===== src/rtl/debounce_scan.sv =====
// rtl/debounce_scan.sv - time-multiplexed debounce controller with a shared compare/increment datapath
module debounce_scan #(
  parameter int CHANNELS = 6,
  parameter int BITS     = 3,
  parameter int PRESCALE = 16
) (
  input  logic                        clk,
  input  logic                        reset,
  input  logic                        enable,
  input  logic [CHANNELS-1:0]         buttons,
  output logic [CHANNELS-1:0]         debounced,
  output logic [CHANNELS-1:0]         changed,
  output logic [$clog2(CHANNELS)-1:0] scan_index,
  output logic                        scan_done,
  output logic                        overrun
);

  localparam int IW = $clog2(CHANNELS);
  localparam int PW = (PRESCALE > 1) ? $clog2(PRESCALE) : 1;

  localparam logic [PW-1:0]   PRE_MAX   = PW'(PRESCALE - 1);
  localparam logic [IW-1:0]   LAST_CHAN = IW'(CHANNELS - 1);
  localparam logic [BITS-1:0] CNT_MAX   = {BITS{1'b1}};

  typedef enum logic {
    IDLE = 1'b0,
    SCAN = 1'b1
  } state_t;

  // Synchronizer stages; sync_q is the value the scanner compares against.
  logic [CHANNELS-1:0] meta_q;
  logic [CHANNELS-1:0] sync_q;

  // Prescaler and sweep scheduler state.
  logic [PW-1:0] prescale_q;
  logic          tick;
  state_t        state_q;
  state_t        state_d;
  logic [IW-1:0] index_d;
  logic          done_d;
  logic          overrun_d;

  // Per-channel register bank: stability counter and last observed level.
  logic [BITS-1:0]     cnt_q [CHANNELS];
  logic [CHANNELS-1:0] prev_q;

  // Shared datapath signals for the channel being visited.
  logic                visit;
  logic                sel_sync;
  logic                sel_prev;
  logic                sel_deb;
  logic [BITS-1:0]     sel_cnt;
  logic [BITS-1:0]     nxt_cnt;
  logic                nxt_prev;
  logic                nxt_deb;
  logic                commit;
  logic [CHANNELS-1:0] changed_d;

  // Two-flop synchronizer on every raw input, independent of the scanner.
  always_ff @(posedge clk or negedge reset) begin
    if (!reset) begin
      meta_q <= '0;
      sync_q <= '0;
    end else begin
      meta_q <= buttons;
      sync_q <= meta_q;
    end
  end

  // Prescaler: free-running modulo counter that freezes while enable is low.
  always_ff @(posedge clk or negedge reset) begin
    if (!reset) begin
      prescale_q <= '0;
    end else if (enable) begin
      if (prescale_q == PRE_MAX) begin
        prescale_q <= '0;
      end else begin
        prescale_q <= prescale_q + PW'(1);
      end
    end
  end

  assign tick = enable && (prescale_q == PRE_MAX);

  // Scheduler state register, visit pointer, sweep-done pulse and sticky overrun flag.
  always_ff @(posedge clk or negedge reset) begin
    if (!reset) begin
      state_q    <= IDLE;
      scan_index <= '0;
      scan_done  <= 1'b0;
      overrun    <= 1'b0;
    end else begin
      state_q    <= state_d;
      scan_index <= index_d;
      scan_done  <= done_d;
      overrun    <= overrun_d;
    end
  end

  // Scheduler next state: a tick starts a sweep, a tick inside a sweep is dropped and flagged.
  always_comb begin
    state_d   = state_q;
    index_d   = scan_index;
    done_d    = 1'b0;
    overrun_d = overrun;
    case (state_q)
      IDLE: begin
        if (tick) begin
          state_d = SCAN;
          index_d = '0;
        end
      end
      SCAN: begin
        if (tick) begin
          overrun_d = 1'b1;
        end
        if (scan_index == LAST_CHAN) begin
          state_d = IDLE;
          index_d = '0;
          done_d  = 1'b1;
        end else begin
          index_d = scan_index + IW'(1);
        end
      end
      default: begin
        state_d = IDLE;
        index_d = '0;
      end
    endcase
  end

  assign visit    = (state_q == SCAN);
  assign sel_sync = sync_q[scan_index];
  assign sel_prev = prev_q[scan_index];
  assign sel_deb  = debounced[scan_index];
  assign sel_cnt  = cnt_q[scan_index];

  // Shared compare/increment: a level change restarts the count, a full count commits the level.
  always_comb begin
    nxt_cnt  = sel_cnt;
    nxt_prev = sel_prev;
    nxt_deb  = sel_deb;
    commit   = 1'b0;
    if (sel_sync != sel_prev) begin
      nxt_cnt  = '0;
      nxt_prev = sel_sync;
    end else if (sel_cnt != CNT_MAX) begin
      nxt_cnt = sel_cnt + BITS'(1);
    end else if (sel_deb != sel_prev) begin
      nxt_deb = sel_prev;
      commit  = 1'b1;
    end
  end

  // One-hot change pulse for the channel that commits in this cycle; all other bits stay low.
  always_comb begin
    changed_d = '0;
    if (visit && commit) begin
      changed_d[scan_index] = 1'b1;
    end
  end

  // Register bank write-back: only the visited channel is updated.
  always_ff @(posedge clk or negedge reset) begin
    if (!reset) begin
      for (int i = 0; i < CHANNELS; i++) begin
        cnt_q[i] <= '0;
      end
      prev_q    <= '0;
      debounced <= '0;
      changed   <= '0;
    end else begin
      changed <= changed_d;
      if (visit) begin
        cnt_q[scan_index]     <= nxt_cnt;
        prev_q[scan_index]    <= nxt_prev;
        debounced[scan_index] <= nxt_deb;
      end
    end
  end

endmodule


===== config.mk =====
export PLATFORM = sky130hd
export DESIGN_NAME = debounce_scan
export DESIGN_NICKNAME = d
export VERILOG_FILES = /design/src/rtl/debounce_scan.sv
export SDC_FILE = /design/constraint.sdc
export NUM_CORES = 1
export LEC_CHECK = 0
export BUFFER_PORTS_ARGS = -buffer_cell sky130_fd_sc_hd__buf_2
export CAP_MARGIN = 20
export CELL_PAD_IN_SITES_DETAIL_PLACEMENT = 1
export CELL_PAD_IN_SITES_GLOBAL_PLACEMENT = 1
export CORE_MARGIN = 4
export CORE_UTILIZATION = 38
export CTS_BUF_LIST = sky130_fd_sc_hd__clkbuf_2 sky130_fd_sc_hd__clkbuf_4 sky130_fd_sc_hd__clkbuf_8
export DETAILED_ROUTE_END_ITERATION = 12
export PLACE_DENSITY = 0.69
export SETUP_SLACK_MARGIN = 0.1
export SLEW_MARGIN = 20
export SYNTH_ARGS = -nofsm -noshare
export SYNTH_HDL_FRONTEND = slang
export SYNTH_SLANG_ARGS = --single-unit

===== constraint.sdc =====
create_clock -name clk -period 2.9 [get_ports clk]
set_clock_uncertainty 0.05 [all_clocks]
set_input_delay 0.58 -clock clk [delete_from_list [all_inputs] [get_ports clk]]
set_output_delay 0.58 -clock clk [all_outputs]
set_load 0.02 [all_outputs]

==> out/qor.txt, run 1 <==
Worst Setup End Kind = flip-flop
multi-input logic area = 1022 µm²
synth unique cells = 44
dpl hpwl = 4105 µm
Critical Path Fanout Max = 23
WP data required = 3050 ps
drt drc = 0
Final Power = 0.003272 W
Starting Density = 0.3959
routability cong. = 0.7499
RSZ-0062 raised after global routing = false
Reg clk slew, reported paths = 70 ps
Syn Std Cell Area = 2542 µm²
met1 Use GR = 0.1917
Final min period = 2588 ps
VDD IR max = 0.0004990 V
worst skew pair latency = 340 ps
filler instances = 704
Nets = 264
WL per Instance = 16.74 µm
fin crit share = 0.8924
Root Buffer = clkbuf_8
number of global-route vias before repair = 1904
Core ar. = 6422 µm²
full die area = 8063 µm²
Startpoint Class = flip-flop
FF/Latch Area = 1453 µm²
syn_nets = 232
syn_area_per_cell = 11.61 µm²
final worst slack = 312.2 ps
final wirelength = 5576 µm
DR iter-0 viols = 73
sequential area share after synthesis = 0.5709
first-pass GRT wire length = 9694 µm
status = completed
Synth Warn # = 0
Max-Cap Viols = 0
GRT met2 Usage = 0.2500
Yosys reg bits = 58
Top Usage Layer GRT = met2
largest net degree at the start of global routing = 40
WS Path Type = flip-flop to flip-flop
Worst Hold Class = input pin to asynchronous set/reset pin
n_diodes = 0
fmax = 386.4 MHz
Post-Synthesis Cells = 219
Power Density = 1098 nW/µm²
io pins = 26
vias per cell = 5.246
layout cell share with drive strength beyond 1 = 0.2656
met3 usage = 0.03756
P&R area growth vs syn = 17.22%
non-filler cells, final = 333
max-slew violations = 0
gr ovfl total = 0
H-tree Lvls = 3
Die Wd = 89.80 µm
Post-DRT Antenna Nets = 0
placed instance count = 317
initial antenna violation count = 0
I/O Buffers = 25
Place WS = 190.2 ps
die height = 89.80 µm
drt first pass iters = 4
clock sink count = 58
clock buffer count from CTS = 9
Critical Path AT = 2740 ps
Final Setup Violations = 0
Total GRT Usage = 0.1533
via count = 1747
Hold Vio Cnt, Final = 0
Setup TNS = 0 ps
Core Rows = 29
relative slew slack = 0.6603
Post-CTS Hold Fix Bufs = 0
clock buffer depth = 2
Slew @ Worst Pin = 508.5 ps
Leak = 1.382 nW
TritonCTS clock tree = done
[worst max-delay path, cell delays in order (launching register included)]
cell and delay, ps:
dfrtp_1 420, buf_12 200, mux2_1 360, a21oi_2 190, o221ai_4 170, inv_1 100
ha_1 270, o211ai_4 170, mux2i_4 400, o21ai_1 100
[stage by stage]
step                      cell area (µm²)  hold slack (ps)  utilization
final                                2980            137.5       0.4641
after CTS                            2965            144.9       0.4617
after detailed placement             2739            285.8       0.4265
after floorplan                      2542            234.4            -
after global routing                 2980            153.1       0.4641
after global placement               2739            282.5       0.4265
[where the power goes]
part           internal (W)  switching, W  total [W]  leakage, nW
combinational      0.000466      0.000781    0.00125        0.520
sequential          0.00101      0.000163    0.00117        0.753
clock              0.000508      0.000341   0.000849        0.109
total               0.00199       0.00129    0.00327         1.38
[final timing paths]
path | slack (ps) | endpoint | cells after the start | from
setup reg to reg | 310 | debounced[1] | 9 | scan_index[0]
max in group asynchronous | 1810 | scan_index[2] | 2 | reset
min in group clk | 290 | meta_q[0] | 1 | buttons[0]
setup / recovery | 310 | debounced[1] | 9 | scan_index[0]
hold reg to reg | 300 | sync_q[2] | 0 | meta_q[2]
hold / removal | 140 | cnt_q[15] | 1 | reset
[layout by cell type (no fill, tap or decap), types with 7 or more instances in the layout]
master / Yosys / routed
dfrtp_1: 58 / 57
buf_2: 2 / 25
clkbuf_8: 0 / 10
o21ai_1: 16 / 16
nand2_1: 44 / 44
mux2i_1: 7 / 7
o21ai_0: 10 / 10
[synth_stat cells]
library cell	count	share of area
xnor2_1	2	0.0069
nor3_1	6	0.012
nor3b_2	1	0.0049
a21boi_2	1	0.0044
o21ai_1	16	0.031
buf_6	1	0.0044
mux2_4	1	0.0059
a21o_1	2	0.0059
dfrtp_1	58	0.57
nand3_1	6	0.012
o31ai_1	7	0.021
o221ai_4	1	0.010
a21oi_2	2	0.0069
o2bb2ai_2	1	0.0059
mux2i_1	7	0.028
o211ai_4	1	0.0084
o21ai_2	1	0.0034
and4_1	1	0.0034
o22ai_1	1	0.0025
a211oi_4	1	0.0079
ha_1	4	0.020
a21oi_1	3	0.0059
nor2_1	6	0.0089
nand4_1	3	0.0074
nand2_1	44	0.065
nor2_2	1	0.0025
mux2_1	3	0.013
inv_1	3	0.0044
o21ai_0	10	0.020
buf_12	1	0.0079
xnor2_2	2	0.013
and3_1	4	0.0098
buf_8	1	0.0059
o221ai_2	3	0.018
or2_1	1	0.0025
nor2b_1	2	0.0049
nor2b_4	1	0.0054
mux2_2	1	0.0044
nand2b_1	1	0.0025
mux2i_2	1	0.0054
buf_2	2	0.0039
mux4_2	1	0.0089
clkbuf_1	3	0.0044
inv_2	1	0.0015
[area by class of cell]
| type | instances | area share |
|---|---|---|
| Sequential cell | 58 | 0.4874 |
| Multi-Input combinational cell | 149 | 0.3430 |
| Timing Repair Buffer | 29 | 0.05626 |
| Clock buffer | 10 | 0.04618 |
| Tap cell | 77 | 0.03233 |
| Clock inverter | 6 | 0.02981 |
| Inverter | 4 | 0.005038 |
[registers in the layout, indices dropped and copies added, names as in the netlist]
name and count:
prescale_q 4, overrun 1, scan_done 1, prev_q 6
state_q 1, changed 6, scan_index 3, debounced 6
meta_q 6, sync_q 6, cnt_q 18
[timing repair]
action,CTS,global route
endpoints found under the hold margin,0,0
endpoints found under the setup margin,0,11
buffers inserted,0,0
gates resized for setup,0,3
[layer usage]
layer / vias up / wire, µm
li1: 842 / -
met1: 873 / 2522
met2: 22 / 2791
met3: 10 / 164
met4: 0 / 97
met5: - / 0
[kinds of logic after synthesis]
logic type / Yosys count / share of synthesized area
compound gates: 50 / 0.1511
xor+xnor: 4 / 0.01969
fa+ha+maj: 4 / 0.01969
buf+inv: 12 / 0.03248
flops: 58 / 0.5709
mux: 14 / 0.06545
simple gates: 77 / 0.1408
(Power assumes the default switching activity.)
==> run 2: changes to the inputs <==
--- a/config.mk
+++ b/config.mk
@@ -7,15 +7,17 @@
 export LEC_CHECK = 0
 export BUFFER_PORTS_ARGS = -buffer_cell sky130_fd_sc_hd__buf_2
 export CAP_MARGIN = 20
-export CELL_PAD_IN_SITES_DETAIL_PLACEMENT = 1
+export CELL_PAD_IN_SITES_DETAIL_PLACEMENT = 0
 export CELL_PAD_IN_SITES_GLOBAL_PLACEMENT = 1
 export CORE_MARGIN = 4
 export CORE_UTILIZATION = 38
 export CTS_BUF_LIST = sky130_fd_sc_hd__clkbuf_2 sky130_fd_sc_hd__clkbuf_4 sky130_fd_sc_hd__clkbuf_8
 export DETAILED_ROUTE_END_ITERATION = 12
+export HOLD_SLACK_MARGIN = 0.03
 export PLACE_DENSITY = 0.69
 export SETUP_SLACK_MARGIN = 0.1
 export SLEW_MARGIN = 20
 export SYNTH_ARGS = -nofsm -noshare
 export SYNTH_HDL_FRONTEND = slang
 export SYNTH_SLANG_ARGS = --single-unit
+export TNS_END_PERCENT = 100
==> run 2 against run 1 <==
Utilization rose by 0.25 points. Sequential share of layout area fell by 0.31 points. Via count fell by 3.9%. Critical endpoint unchanged. Critical path type unchanged. First-iteration DRC count shrank 33%.
==> out/qor.txt, run 2 (synthesis gave the netlist of run 1 again) <==
Power Internal = 0.002088 W (was 0.001986 W)
CP delay by family, top = compound AO/OA/AOI/OAI gates (was multiplexers)
drt drc = 0 (unchanged)
n_diodes = 0 (unchanged)
Die Wd = 89.80 µm (unchanged)
post-route cell area = 2997 µm² (was 2980 µm²)
worst skew pair latency = 330 ps (was 340 ps)
Comb power frac = 0.367 (was 0.381)
DR iter-0 viols = 49 (was 73)
Clock Power Share = 0.281 (was 0.260)
WL per Instance = 15.24 µm (was 16.74 µm)
placed instance count = 317 (unchanged)
max-slew violations = 0 (unchanged)
Crit-path slowest cell = dfrtp_1 (unchanged)
first-pass GRT wire length = 8721 µm (was 9694 µm)
vias per cell = 5.042 (was 5.246)
Startpoint Class = flip-flop (unchanged)
non-filler cells, final = 333 (unchanged)
Root Buffer = clkbuf_8 (unchanged)
Starting Density = 0.3959 (unchanged)
drt first pass iters = 4 (unchanged)
Biggest register = cnt_q (unchanged)
WS Path Type = flip-flop to flip-flop (unchanged)
clock buffer count from CTS = 9 (unchanged)
final wirelength = 5075 µm (was 5576 µm)
Max-Cap Viols = 0 (unchanged)
clock buffer depth = 2 (unchanged)
dpl hpwl = 3645 µm (was 4105 µm)
Cell Chain, Critical Path = nand2b_1 > o221ai_4 > inv_1 > ha_1 > o211ai_4 > mux2i_2 > o21ai_1 (was buf_12 > mux2_1 > a21oi_2 > o221ai_4 > inv_1 > ha_1 > o211ai_4 > mux2i_4 > o21ai_1)
full die area = 8063 µm² (unchanged)
H-tree Lvls = 3 (unchanged)
Critical Path AT = 2760 ps (was 2740 ps)
Core ar. = 6422 µm² (unchanged)
io pins = 26 (unchanged)
Power Density = 1107 nW/µm² (was 1098 nW/µm²)
WP data required = 3050 ps (about the same)
status = completed (unchanged)
Leak = 1.404 nW (was 1.382 nW)
routability cong. = 0.7499 (unchanged)
P&R area growth vs syn = 17.86% (was 17.22%)
P_sw = 0.001230 W (was 0.001286 W)
post-CTS sizing = 0 (unchanged)
Critical Path Max Stage Delay = 550 ps (was 420 ps)
Slew @ Worst Pin = 613.7 ps (was 508.5 ps)
initial antenna violation count = 0 (unchanged)
Post-DP Area = 2739 µm² (unchanged)
largest net degree at the start of global routing = 40 (unchanged)
commonest cells after routing, fill and taps aside = dfrtp_1 (58), nand2_1 (44), buf_2 (25) (was dfrtp_1 (57), nand2_1 (44), buf_2 (25))
Final Setup Violations = 0 (unchanged)
VDD IR max = 0.0004639 V (was 0.0004990 V)
Core Rows = 29 (unchanged)
Flop pwr share = 0.352 (was 0.359)
Final min period = 2611 ps (was 2588 ps)
die height = 89.80 µm (unchanged)
via count = 1679 (was 1747)
Post-DRT Antenna Nets = 0 (unchanged)
Post-CTS Hold Fix Bufs = 0 (unchanged)
I/O Buffers = 25 (unchanged)
clock sink count = 58 (unchanged)
gr ovfl total = 0 (unchanged)
relative slew slack = 0.5874 (was 0.6603)
Sw Ratio = 0.3708 (was 0.3930)
FF/Latch Area = 1451 µm² (was 1453 µm²)
CP Depth = 7 (was 9)
TritonCTS clock tree = done (unchanged)
multi-input logic area = 1015 µm² (was 1022 µm²)
Worst Setup End Kind = flip-flop (unchanged)
Critical Path Fanout Max = 13 (was 23)
Critical path buffers and inverters = 1 (was 2)
Worst Hold Class = input pin to asynchronous set/reset pin (unchanged)
number of global-route vias before repair = 1660 (was 1904)
# Post-CTS Setup Buffers = 0 (unchanged)
max FFs per register = 18 (unchanged)
commonest non-fill, non-tap cell in the layout = dfrtp_1 (unchanged)
filler instances = 588 (was 704)
Nets = 264 (unchanged)
Setup TNS = 0 ps (unchanged)
fin crit share = 0.9003 (was 0.8924)
R2R depth = 7 (was 9)
fmax = 383.0 MHz (was 386.4 MHz)
Total GRT Usage = 0.1384 (was 0.1533)
layout cell share with drive strength beyond 1 = 0.2578 (was 0.2656)
Hold Vio Cnt, Final = 0 (unchanged)
Reg clk slew, reported paths = 70 ps (about the same)
RSZ-0062 raised after global routing = false (unchanged)
run 2: metal layers:
| layer | wire length [µm] | GRT usage | up-vias | part of all wire |
|---|---|---|---|---|
| li1 | - | - | 838 | - |
| met1 | 2413 | 0.1893 | 799 | 0.48 |
| met2 | 2370 | 0.2024 | 32 | 0.47 |
| met3 | 181 | 0.03255 | 10 | 0.036 |
| met4 | 109 | 0.07663 | 0 | 0.021 |
| met5 | 0 | 0 | - | 0 |
run 2: area by class of cell:
| type | count | area share |
|---|---|---|
| timing repair buffer | 29 | 0.05595 |
| sequential | 58 | 0.4843 |
| clock inverter | 4 | 0.03299 |
| tap | 77 | 0.03215 |
| clock buffer | 12 | 0.05094 |
| inverter | 4 | 0.005010 |
| multi-input combinational | 149 | 0.3386 |
run 2: power groups by stage:
stage | Sequential (W) | Combinational, W | Clock (W)
finish | 0.00117 | 0.00122 | 0.000933
CTS | 0.00117 | 0.00122 | 0.000955
global placement | 0.00118 | 0.00122 | 0
detailed placement | 0.00118 | 0.00122 | 0
floorplan | 0.00115 | 0.000955 | 0
global route | 0.00120 | 0.00134 | 0.00100
run 2: worst paths after layout:
kind                       slack, ps           from      endpoint
hold reg to reg                  300      meta_q[4]     sync_q[4]
max in group asynchronous       1820          reset     sync_q[0]
setup / recovery                 290  scan_index[2]  debounced[1]
setup reg to reg                 290  scan_index[2]  debounced[1]
hold / removal                   140          reset     cnt_q[12]
min in group clk                 300     buttons[0]     meta_q[0]
run 2: per-stage QoR:
step           hold WS [ps]  power (W)  setup WS (ps)  utilization
3_3_place_gp          282.5   0.002398          204.2       0.4265
2_1_floorplan         234.4   0.002101          156.6            -
3_5_place_dp          285.8   0.002402          204.1       0.4265
6_report              139.7   0.003318          289.2       0.4666
5_1_grt               156.5   0.003543          124.0       0.4666
4_1_cts               133.7   0.003345          197.4       0.4656
==> run 3: changes to the inputs <==
--- a/config.mk
+++ b/config.mk
@@ -9,6 +9,7 @@
 export CAP_MARGIN = 20
 export CELL_PAD_IN_SITES_DETAIL_PLACEMENT = 0
 export CELL_PAD_IN_SITES_GLOBAL_PLACEMENT = 1
+export CORE_ASPECT_RATIO = 2
 export CORE_MARGIN = 4
 export CORE_UTILIZATION = 38
 export CTS_BUF_LIST = sky130_fd_sc_hd__clkbuf_2 sky130_fd_sc_hd__clkbuf_4 sky130_fd_sc_hd__clkbuf_8
==> run 3 against run 2 <==
Sequential cell count did not move. Count of clock-buffer cells in the layout shrank 3. Routed wire length up 14%. First-iteration DRC count grew 100%. Final cell count grew 3.9%. Die area is 0.99% higher. Non-clock buffer count is 4 higher. Largest power group unchanged. Register-to-register slack improved by 30 ps. Fmax is 1.1% higher. Worst setup slack gained 29 ps. Critical path type unchanged. Critical endpoint unchanged.
==> out/qor.txt, run 3 (synthesis gave the netlist of run 1 again) <==
dpl hpwl = 4205 µm (was 3645 µm)
status = completed (unchanged)
TritonCTS clock tree = done (unchanged)
gr ovfl total = 0 (unchanged)
fin crit share = 0.8902 (was 0.9003)
Hold Vio Cnt, Final = 0 (unchanged)
Power Internal = 0.002139 W (was 0.002088 W)
routability cong. = 0.7975 (was 0.7499)
GRT met2 Usage = 0.2791 (was 0.2024)
Core Rows = 41 (was 29)
Critical Path Fanout Max = 12 (was 13)
Max-Cap Viols = 0 (unchanged)
VDD IR max = 0.0005222 V (was 0.0004639 V)
first-pass GRT wire length = 9101 µm (was 8721 µm)
P_sw = 0.001286 W (was 0.001230 W)
Root Buffer = clkbuf_8 (unchanged)
layout cell share with drive strength beyond 1 = 0.2731 (was 0.2578)
drt drc = 0 (unchanged)
die height = 123.7 µm (was 89.80 µm)
clock buffer depth = 2 (unchanged)
I/O Buffers = 25 (unchanged)
Comb power frac = 0.360 (was 0.367)
DR iter-0 viols = 99 (was 49)
Critical Path AT = 2740 ps (was 2760 ps)
met3 usage = 0.05415 (was 0.03255)
Final Setup Violations = 0 (unchanged)
number of global-route vias before repair = 1757 (was 1660)
Worst Hold Class = input pin to flip-flop (was input pin to asynchronous set/reset pin)
Nets = 268 (was 264)
max FFs per register = 18 (unchanged)
Reg clk slew, reported paths = 70 ps (about the same)
largest net degree at the start of global routing = 59 (was 40)
Post-DP Area = 2768 µm² (was 2739 µm²)
met1 Use GR = 0.1609 (was 0.1893)
Clock Power Share = 0.289 (was 0.281)
fmax = 387.3 MHz (was 383.0 MHz)
final wirelength = 5792 µm (was 5075 µm)
Total GRT Usage = 0.1589 (was 0.1384)
full die area = 8143 µm² (was 8063 µm²)
n_diodes = 0 (unchanged)
Sw Ratio = 0.3754 (was 0.3708)
worst skew pair latency = 350 ps (was 330 ps)
Post-DRT Antenna Nets = 0 (unchanged)
Flop pwr share = 0.351 (was 0.352)
Leak = 1.419 nW (was 1.404 nW)
post-route cell area = 3034 µm² (was 2997 µm²)
filler instances = 613 (was 588)
placed instance count = 330 (was 317)
WL per Instance = 16.74 µm (was 15.24 µm)
WS Path Type = flip-flop to flip-flop (unchanged)
io pins = 26 (unchanged)
Worst Setup End Kind = flip-flop (unchanged)
WP data required = 3060 ps (was 3050 ps)
via count = 1745 (was 1679)
Core ar. = 6412 µm² (was 6422 µm²)
clock sink count = 58 (unchanged)
max-slew violations = 0 (unchanged)
non-filler cells, final = 346 (was 333)
RSZ-0062 raised after global routing = false (unchanged)
vias per cell = 5.043 (was 5.042)
Final min period = 2582 ps (was 2611 ps)
clock buffer count from CTS = 9 (unchanged)
commonest non-fill, non-tap cell in the layout = dfrtp_1 (unchanged)
commonest cells after routing, fill and taps aside = dfrtp_1 (57), nand2_1 (44), buf_2 (25) (was dfrtp_1 (58), nand2_1 (44), buf_2 (25))
Biggest register = cnt_q (unchanged)
relative slew slack = 0.5156 (was 0.5874)
Die Wd = 65.84 µm (was 89.80 µm)
Starting Density = 0.3965 (was 0.3959)
Setup TNS = 0 ps (unchanged)
final core utilization = 0.4732 (was 0.4666)
drt first pass iters = 4 (unchanged)
Power Density = 1129 nW/µm² (was 1107 nW/µm²)
H-tree Lvls = 3 (unchanged)
Slew @ Worst Pin = 726.5 ps (was 613.7 ps)
initial antenna violation count = 0 (unchanged)
Top Usage Layer GRT = met2 (unchanged)
P&R area growth vs syn = 19.34% (was 17.86%)
Startpoint Class = flip-flop (unchanged)
run 3: final timing paths:
| check | from | end | slack [ps] | cells after the start |
|---|---|---|---|---|
| setup / recovery | scan_index[0] | debounced[1] | 320 | 9 |
| max in group asynchronous | reset | scan_index[0] | 1940 | 2 |
| setup reg to reg | scan_index[0] | debounced[1] | 320 | 9 |
| hold reg to reg | meta_q[0] | sync_q[0] | 300 | 0 |
| min in group asynchronous | reset | cnt_q[17] | 290 | 2 |
| hold / removal | buttons[4] | meta_q[4] | 280 | 1 |
run 3: what timing repair did:
| action | in CTS | in global routing |
|---|---|---|
| hold buffers | 0 | 0 |
| gates resized for setup | 0 | 1 |
| buffers inserted | 0 | 0 |
| endpoints found under the setup margin | 0 | 6 |
| hold endpoints to repair | 0 | 0 |
run 3: per-stage QoR:
step	hold slack (ps)	power (W)	worst slack, ps
floorplan	234.4	0.002101	156.6
global placement	281.7	0.002455	254.8
detailed placement	285.5	0.002465	173.8
CTS	268.8	0.003459	159.7
global route	262.0	0.003643	154.4
finish	280.8	0.003425	318.3
run 3: area by class of cell:
cell class / instances / area [µm²] / area share
timing repair buffer: 33 / 185.2 / 0.06103
tap: 86 / 107.6 / 0.03546
clock buffer: 9 / 123.9 / 0.04082
multi-input combinational: 149 / 1008 / 0.3324
inverter: 4 / 15.01 / 0.004948
sequential: 58 / 1453 / 0.4788
clock inverter: 7 / 141.4 / 0.04660
run 3: layer usage:
metal	wire, µm	part of all wire
met1	2155	0.37
met2	3200	0.55
met3	235	0.041
met4	201	0.035
met5	0	0
run 3: power by group through the flow:
stage	Combinational [W]	Clock [W]	Sequential [W]
after floorplan	0.000955	0	0.00115
after global placement	0.00124	0	0.00122
after detailed placement	0.00125	0	0.00122
after CTS	0.00125	0.00101	0.00120
after global routing	0.00136	0.00105	0.00123
final	0.00123	0.000990	0.00120
run 3: critical path, stage by stage (launching register included):
cell      delay [ps]
dfrtp_2          510
buf_4            270
and3_1           190
a21oi_2           50
o221ai_4         250
inv_1             80
ha_1             340
o211ai_4         140
mux2i_2          460
o21ai_1          110
